File: config.mk
export PLATFORM = sky130hd
export DESIGN_NAME = line_drawer_stream
export DESIGN_NICKNAME = d
export VERILOG_FILES = /design/src/rtl/line_pkg.sv /design/src/rtl/line_step.sv /design/src/rtl/line_drawer_stream.sv
export SDC_FILE = /design/constraint.sdc
export NUM_CORES = 1
export LEC_CHECK = 0
export BUFFER_PORTS_ARGS = -buffer_cell sky130_fd_sc_hd__buf_2
export CAP_MARGIN = 20
export CORE_ASPECT_RATIO = 0.9
export CORE_MARGIN = 5
export CORE_UTILIZATION = 60
export DETAILED_ROUTE_END_ITERATION = 8
export GPL_ROUTABILITY_DRIVEN = 0
export HOLD_SLACK_MARGIN = 0.12
export PLACE_DENSITY_LB_ADDON = 0.1
export SETUP_SLACK_MARGIN = 0.3
export SYNTH_ARGS = -nofsm -noshare
export SYNTH_HDL_FRONTEND = slang
export SYNTH_SLANG_ARGS = --single-unit
File: constraint.sdc
create_clock -name clk -period 13.7 [get_ports clk]
set_clock_uncertainty 0.05 [all_clocks]
set_input_delay 0.685 -clock clk [delete_from_list [all_inputs] [get_ports clk]]
set_output_delay 0.685 -clock clk [all_outputs]
set_load 0.02 [all_outputs]
File: src/rtl/line_pkg.sv
// Shared types for the line/circle/polygon raster engines: FSM state,
// default screen coordinate types and the dash pattern width.
package line_pkg;

  localparam int XW     = 10;
  localparam int YW     = 9;
  localparam int DASH_W = 8;

  typedef logic [XW-1:0] coord_x_t;
  typedef logic [YW-1:0] coord_y_t;

  typedef enum logic [1:0] {
    IDLE = 2'd0,
    PLOT = 2'd1,
    DONE = 2'd2
  } state_e;

endpackage

File: src/rtl/line_step.sv
// One combinational Bresenham step: given the error term, magnitudes and
// step directions, returns the next error and the next (x, y) position.
module line_step #(
  parameter int XW = 10,
  parameter int YW = 9
) (
  input  logic signed [((XW > YW) ? XW : YW)+1:0] i_err,
  input  logic        [((XW > YW) ? XW : YW)-1:0] i_dx,
  input  logic        [((XW > YW) ? XW : YW)-1:0] i_dy,
  input  logic                                    i_sx_neg,
  input  logic                                    i_sy_neg,
  input  logic        [XW-1:0]                    i_x,
  input  logic        [YW-1:0]                    i_y,
  output logic signed [((XW > YW) ? XW : YW)+1:0] o_err,
  output logic        [XW-1:0]                    o_x,
  output logic        [YW-1:0]                    o_y
);

  localparam int CW   = (XW > YW) ? XW : YW;
  localparam int ERRW = CW + 2;

  logic signed [ERRW-1:0] w_e2;
  logic signed [ERRW-1:0] w_dx_s;
  logic signed [ERRW-1:0] w_dy_s;
  logic                   w_step_x;
  logic                   w_step_y;

  // Two guard bits keep 2*err and -dy representable without overflow.
  assign w_e2     = i_err <<< 1;
  assign w_dx_s   = $signed({2'b00, i_dx});
  assign w_dy_s   = $signed({2'b00, i_dy});
  assign w_step_x = (w_e2 >= -w_dy_s);
  assign w_step_y = (w_e2 <= w_dx_s);

  always_comb begin
    // NOTE: every output gets a default first so no path leaves it unassigned (no latch).
    o_err = i_err;
    o_x   = i_x;
    o_y   = i_y;
    if (w_step_x) begin
      o_err = o_err - w_dy_s;
      o_x   = i_sx_neg ? i_x - 1'b1 : i_x + 1'b1;
    end
    if (w_step_y) begin
      o_err = o_err + w_dx_s;
      o_y   = i_sy_neg ? i_y - 1'b1 : i_y + 1'b1;
    end
  end

endmodule

File: src/rtl/line_drawer_stream.sv
// Streaming Bresenham line rasteriser, one pixel per valid/ready beat.
// Optional dash pattern support is enabled by defining LINE_DRAWER_DASH_EN.
module line_drawer_stream #(
  parameter int XW = 10,
  parameter int YW = 9
) (
  input  logic          clk,
  input  logic          reset,
  input  logic          start,
  input  logic [XW-1:0] x0,
  input  logic [YW-1:0] y0,
  input  logic [XW-1:0] x1,
  input  logic [YW-1:0] y1,
`ifdef LINE_DRAWER_DASH_EN
  input  logic [7:0]    dash_mask,
`endif
  output logic          busy,
  output logic          done,
  output logic          pix_valid,
  input  logic          pix_ready,
  output logic [XW-1:0] pix_x,
  output logic [YW-1:0] pix_y
);

  import line_pkg::*;

  localparam int CW   = (XW > YW) ? XW : YW;
  localparam int ERRW = CW + 2;

  state_e                 r_state;
  logic signed [ERRW-1:0] r_err;
  logic        [XW-1:0]   r_pix_x;
  logic        [YW-1:0]   r_pix_y;
  logic        [XW-1:0]   r_x1;
  logic        [YW-1:0]   r_y1;
  logic        [CW-1:0]   r_dx;
  logic        [CW-1:0]   r_dy;
  logic                   r_sx_neg;
  logic                   r_sy_neg;

  logic        [CW-1:0]   w_dx_abs;
  logic        [CW-1:0]   w_dy_abs;
  logic signed [ERRW-1:0] w_err_init;
  logic signed [ERRW-1:0] w_err_next;
  logic        [XW-1:0]   w_x_next;
  logic        [YW-1:0]   w_y_next;
  logic                   w_present;
  logic                   w_advance;
  logic                   w_at_end;

`ifdef LINE_DRAWER_DASH_EN
  logic [DASH_W-1:0] r_mask;
  logic [2:0]        r_idx;

  assign w_present = r_mask[r_idx];
`else
  assign w_present = 1'b1;
`endif

  assign w_dx_abs   = CW'((x1 >= x0) ? x1 - x0 : x0 - x1);
  assign w_dy_abs   = CW'((y1 >= y0) ? y1 - y0 : y0 - y1);
  assign w_err_init = $signed({2'b00, w_dx_abs}) - $signed({2'b00, w_dy_abs});

  assign w_at_end  = (r_pix_x == r_x1) && (r_pix_y == r_y1);
  // Masked pixels step on their own; presented ones wait for the handshake.
  assign w_advance = (r_state == PLOT) && (w_present ? pix_ready : 1'b1);

  assign busy      = (r_state != IDLE);
  assign done      = (r_state == DONE);
  assign pix_valid = (r_state == PLOT) && w_present;
  assign pix_x     = r_pix_x;
  assign pix_y     = r_pix_y;

  line_step #(
    .XW (XW),
    .YW (YW)
  ) u_step (
    .i_err    (r_err),
    .i_dx     (r_dx),
    .i_dy     (r_dy),
    .i_sx_neg (r_sx_neg),
    .i_sy_neg (r_sy_neg),
    .i_x      (r_pix_x),
    .i_y      (r_pix_y),
    .o_err    (w_err_next),
    .o_x      (w_x_next),
    .o_y      (w_y_next)
  );

  always_ff @(posedge clk) begin
    if (reset) begin
      r_state <= IDLE;
      r_err   <= '0;
      r_pix_x <= '0;
      r_pix_y <= '0;
    end else begin
      case (r_state)
        IDLE: begin
          if (start) begin
            r_err   <= w_err_init;
            r_pix_x <= x0;
            r_pix_y <= y0;
            r_state <= PLOT;
          end
        end
        PLOT: begin
          if (w_advance) begin
            if (w_at_end) begin
              r_state <= DONE;
            end else begin
              r_err   <= w_err_next;
              r_pix_x <= w_x_next;
              r_pix_y <= w_y_next;
            end
          end
        end
        DONE:    r_state <= IDLE;
        default: r_state <= IDLE;
      endcase
    end
  end

  // NOTE: line parameters are always loaded on start before use, so they carry no reset.
  always_ff @(posedge clk) begin
    if (r_state == IDLE && start) begin
      r_x1     <= x1;
      r_y1     <= y1;
      r_dx     <= w_dx_abs;
      r_dy     <= w_dy_abs;
      r_sx_neg <= (x1 < x0);
      r_sy_neg <= (y1 < y0);
    end
  end

`ifdef LINE_DRAWER_DASH_EN
  always_ff @(posedge clk) begin
    if (r_state == IDLE && start) begin
      r_mask <= dash_mask;
      r_idx  <= '0;
    end else if (w_advance && !w_at_end) begin
      r_idx <= r_idx + 3'd1;
    end
  end
`endif

endmodule

==> flow_summary.toml <==
[timing]
period_share_pct = 37.6
fmax_mhz = 194
worstMarginPinSlew_ps = 1130
hold_viol = 0
setup_viol = 0
min_period_ps = 5150
hold_slack_ps = 478
slew_violations = 0
grt_setup_unrepaired = "false"
fin_tns_setup_ps = 0
slew_headroom_pct = 24.5

[cts]
cts_hold_buf = 0
cts_resized = 0
clkLatencyLatePin_ps = 340
cts_tree = "built"
cts_buffers = 9
post_cts_buffers = 0
cts_root_buf = "clkbuf_16"
cts.sinks = 73
clockBufferDepth = 2
htree_levels = 3
clkSlewWorstSetupHoldPaths_ps = 60

[grt]
grt_max_degree = 46
grt_remaining_overflow = 0
grt_pass1_wl_um = 31700
antenna_found_initial = 0
grt_usage_pct = 27.2
grt_pass1_vias = 6445

[cells_and_area]
fill_cells = 1016
area_delta_synth_final_pct = 9.56
fin_area_um2 = 8080
finalCoreUtilization_pct = 67.2
seq_area_um2 = 1870
drive_gt1_share_pct = 12.7
multi_input_area_um2 = 5010
final_nets = 1070
n_antenna_cell = 0

[logic_synthesis]
syn-cell-area_um2 = 7380
ys_ff_latch = 73
synth_cell_types = 70
synth_top_area_share_pct = 17.3
synthesis.instances = 862
ys_warn_count = 0
synth-main-ff-cell = "edfxtp_1"
synth_area_leader_cell = "ha_1"
synth_edf_count = 41
ys_seq_area_share_pct = 25.4
syn_nets = 1015
synthTopCellsByArea = "ha_1 17%, edfxtp_1 17%, dfxtp_1 8.7%"
synthArstFlopShare_pct = 0
postSynthAreaPerCell_um2 = 8.56

[power_and_ir_drop]
ir_worst_vdd_uv = 73.5
power.leakage_nw = 3.83
powerDensity_nw_per_um2 = 162
fin_total_pwr_mw = 1.31

[setup_path]
critical-path-slowest-cell = "fa_1"
timing.critical_path.from = "r_dy[2]$_DFFE_PP_"
path_cells = "inv_1 > nand4_1 > nor2_1 > nand2_1 > nor3_1 > xnor2_1 > ha_1 > a21o_1 > a211oi_1 > mux2_2 > o211ai_2 > mux2i_1 > ha_1 > fa_1 > a211oi_1 > nor2_1 > o311a_1 > o31a_1 > o221ai_1 > xor2_1 > nor4b_1 > nand3b_1"
worstPathMaxFanout = 15
worst_ep_arrival_time_ps = 5320
max_stage_delay_ps = 440
crit_required_ps = 13880
worstSetupEndpointType = "flop"
critPathLaunchType = "flop"
crit_type = "reg -> reg"
reg2reg_from = "r_dy[2]$_DFFE_PP_"
rrSetupSlack_ps = 8550

[placed_design]
port_buffers = 63
dp_hpwl_um = 15400
placed_area_um2 = 7810

[route]
vias = 6598
routedWlPerCell_um = 18.2
antenna_left = 0
viasPerCell = 6.10
first_iter_violations = 544
drt_wl_total_um = 19600
drtPass1Iterations = 5
route.detailed.drc = 0

[run_status]
status = "finished clean"

[floorplan]
start_util_pct = 61.3
rows = 38
num_io_pins = 64
die-area_um2 = 14600
die_h_um = 115
die_w_um = 127
core_um2 = 12000

[job]
cap_violations = 0

[worst_hold_path]
min_from = "pix_x[9]$_SDFFE_PP0P_"
hp-class = "reg -> reg"
-- synth_stat cells (4+ instances only) --
master     number
o211ai_1        5
a22oi_1         4
nand4_1        12
nand2_1        56
a21oi_1        60
edfxtp_1       41
or3_1           8
a2111oi_0       4
nor2_1         73
xor2_1         34
o21bai_1        5
nor3_1         26
a311oi_1        7
buf_2           8
fa_1            9
clkbuf_1       10
and3_1          4
a21boi_0        4
o21a_1          9
nor4_1          8
ha_1          102
and2_1          6
mux2_2         15
nand3_1         9
a211oi_1       13
dfxtp_1        32
mux2i_1        11
xnor2_1        36
inv_1         103
a31oi_1         6
nor2b_1        15
a21o_1         26
o21ai_0        41
-- metrics by stage --
step | setup WS, ps | instances
after floorplan | 9250 | 862
after global placement | 8570 | 1066
after detailed placement | 8430 | 1066
after CTS | 8530 | 1082
after global routing | 8110 | 1082
final | 8550 | 1082
-- cells by family after synthesis --
logic type	after synthesis	synth area share (%)
DFF	73	25.4
adders and majority gates	111	19.7
AOI/OAI and AO/OA	221	20.7
and+or+nand+nor	233	15.0
xor gates and xnor gates	70	8.31
buffers and inverters	126	6.75
muxes	28	4.19
-- report_power, final --
| part | total [mW] | switching (mW) | internal [mW] |
|---|---|---|---|
| logic | 0.768 | 0.433 | 0.335 |
| registers | 0.316 | 0.0465 | 0.270 |
| clock network | 0.223 | 0.0909 | 0.132 |
| total | 1.31 | 0.571 | 0.736 |
-- flip-flops by register name, summed over array words and instances (netlist names) --
signal / count
pix_x: 10
r_sy_neg: 1
r_err: 11
r_y1: 9
r_x1: 10
r_state: 2
r_dx: 10
r_dy: 10
r_sx_neg: 1
pix_y: 9
-- placed cells by master (no fill, tap or decap), drive strengths merged, types with 3 or more instances in the layout --
master   count
a311oi       9
fa           9
nand3        9
nor3        26
a31oi        6
o311a        3
o2111ai      3
mux2i       11
or2          3
inv        103
a21o        26
and3         4
and2         6
o21a         9
edfxtp      41
or3          8
nand4       12
clkbuf      13
ha         102
o31ai        4
dfxtp       32
nor4         8
buf         66
a22oi        4
mux2        17
nand3b       3
a21oi       62
nand2       56
o21bai       5
o21ai       41
a21boi       4
a2111oi      4
o211ai       6
xnor2       36
nor2        74
clkinv       4
nor2b       15
xor2        34
nand2b       3
a211oi      15
-- routing by layer --
layer	up-vias	track usage [%]	share of wire, %
li1	3188	-	-
met1	3132	34.4	44
met2	206	44.7	46
met3	72	4.55	5.1
met4	0	14.6	4.7
met5	-	0	0
-- critical path: cells and delay by family (launching register included) --
family / cells / cell delay [ps]
buffers and inverters: 1 / 140
flip-flops: 1 / 410
multiplexers: 2 / 420
XOR/XNOR: 2 / 390
adder cells (fa/ha/maj): 3 / 960
AO/OA/AOI/OAI: 7 / 1710
AND/OR/NAND/NOR: 7 / 960
-- path summary, 6_finish.rpt --
| check | endpoint | cells past startpoint |
|---|---|---|
| worst max-delay path | r_err[10]$_SDFFE_PP0P_ | 22 |
| worst min-delay path | pix_x[9]$_SDFFE_PP0P_ | 2 |
| worst max register to register | r_err[10]$_SDFFE_PP0P_ | 22 |
| worst min register to register | pix_x[9]$_SDFFE_PP0P_ | 2 |
-- final cells by class --
| type | count | area share, % |
|---|---|---|
| tap | 160 | 2.48 |
| clock buffer | 13 | 3.22 |
| sequential | 73 | 23.2 |
| inverter | 104 | 4.83 |
| timing repair buffer | 66 | 4.18 |
| multi-input combinational | 663 | 62.0 |
| clock inverter | 3 | 0.186 |
(Power assumes the default switching activity.)
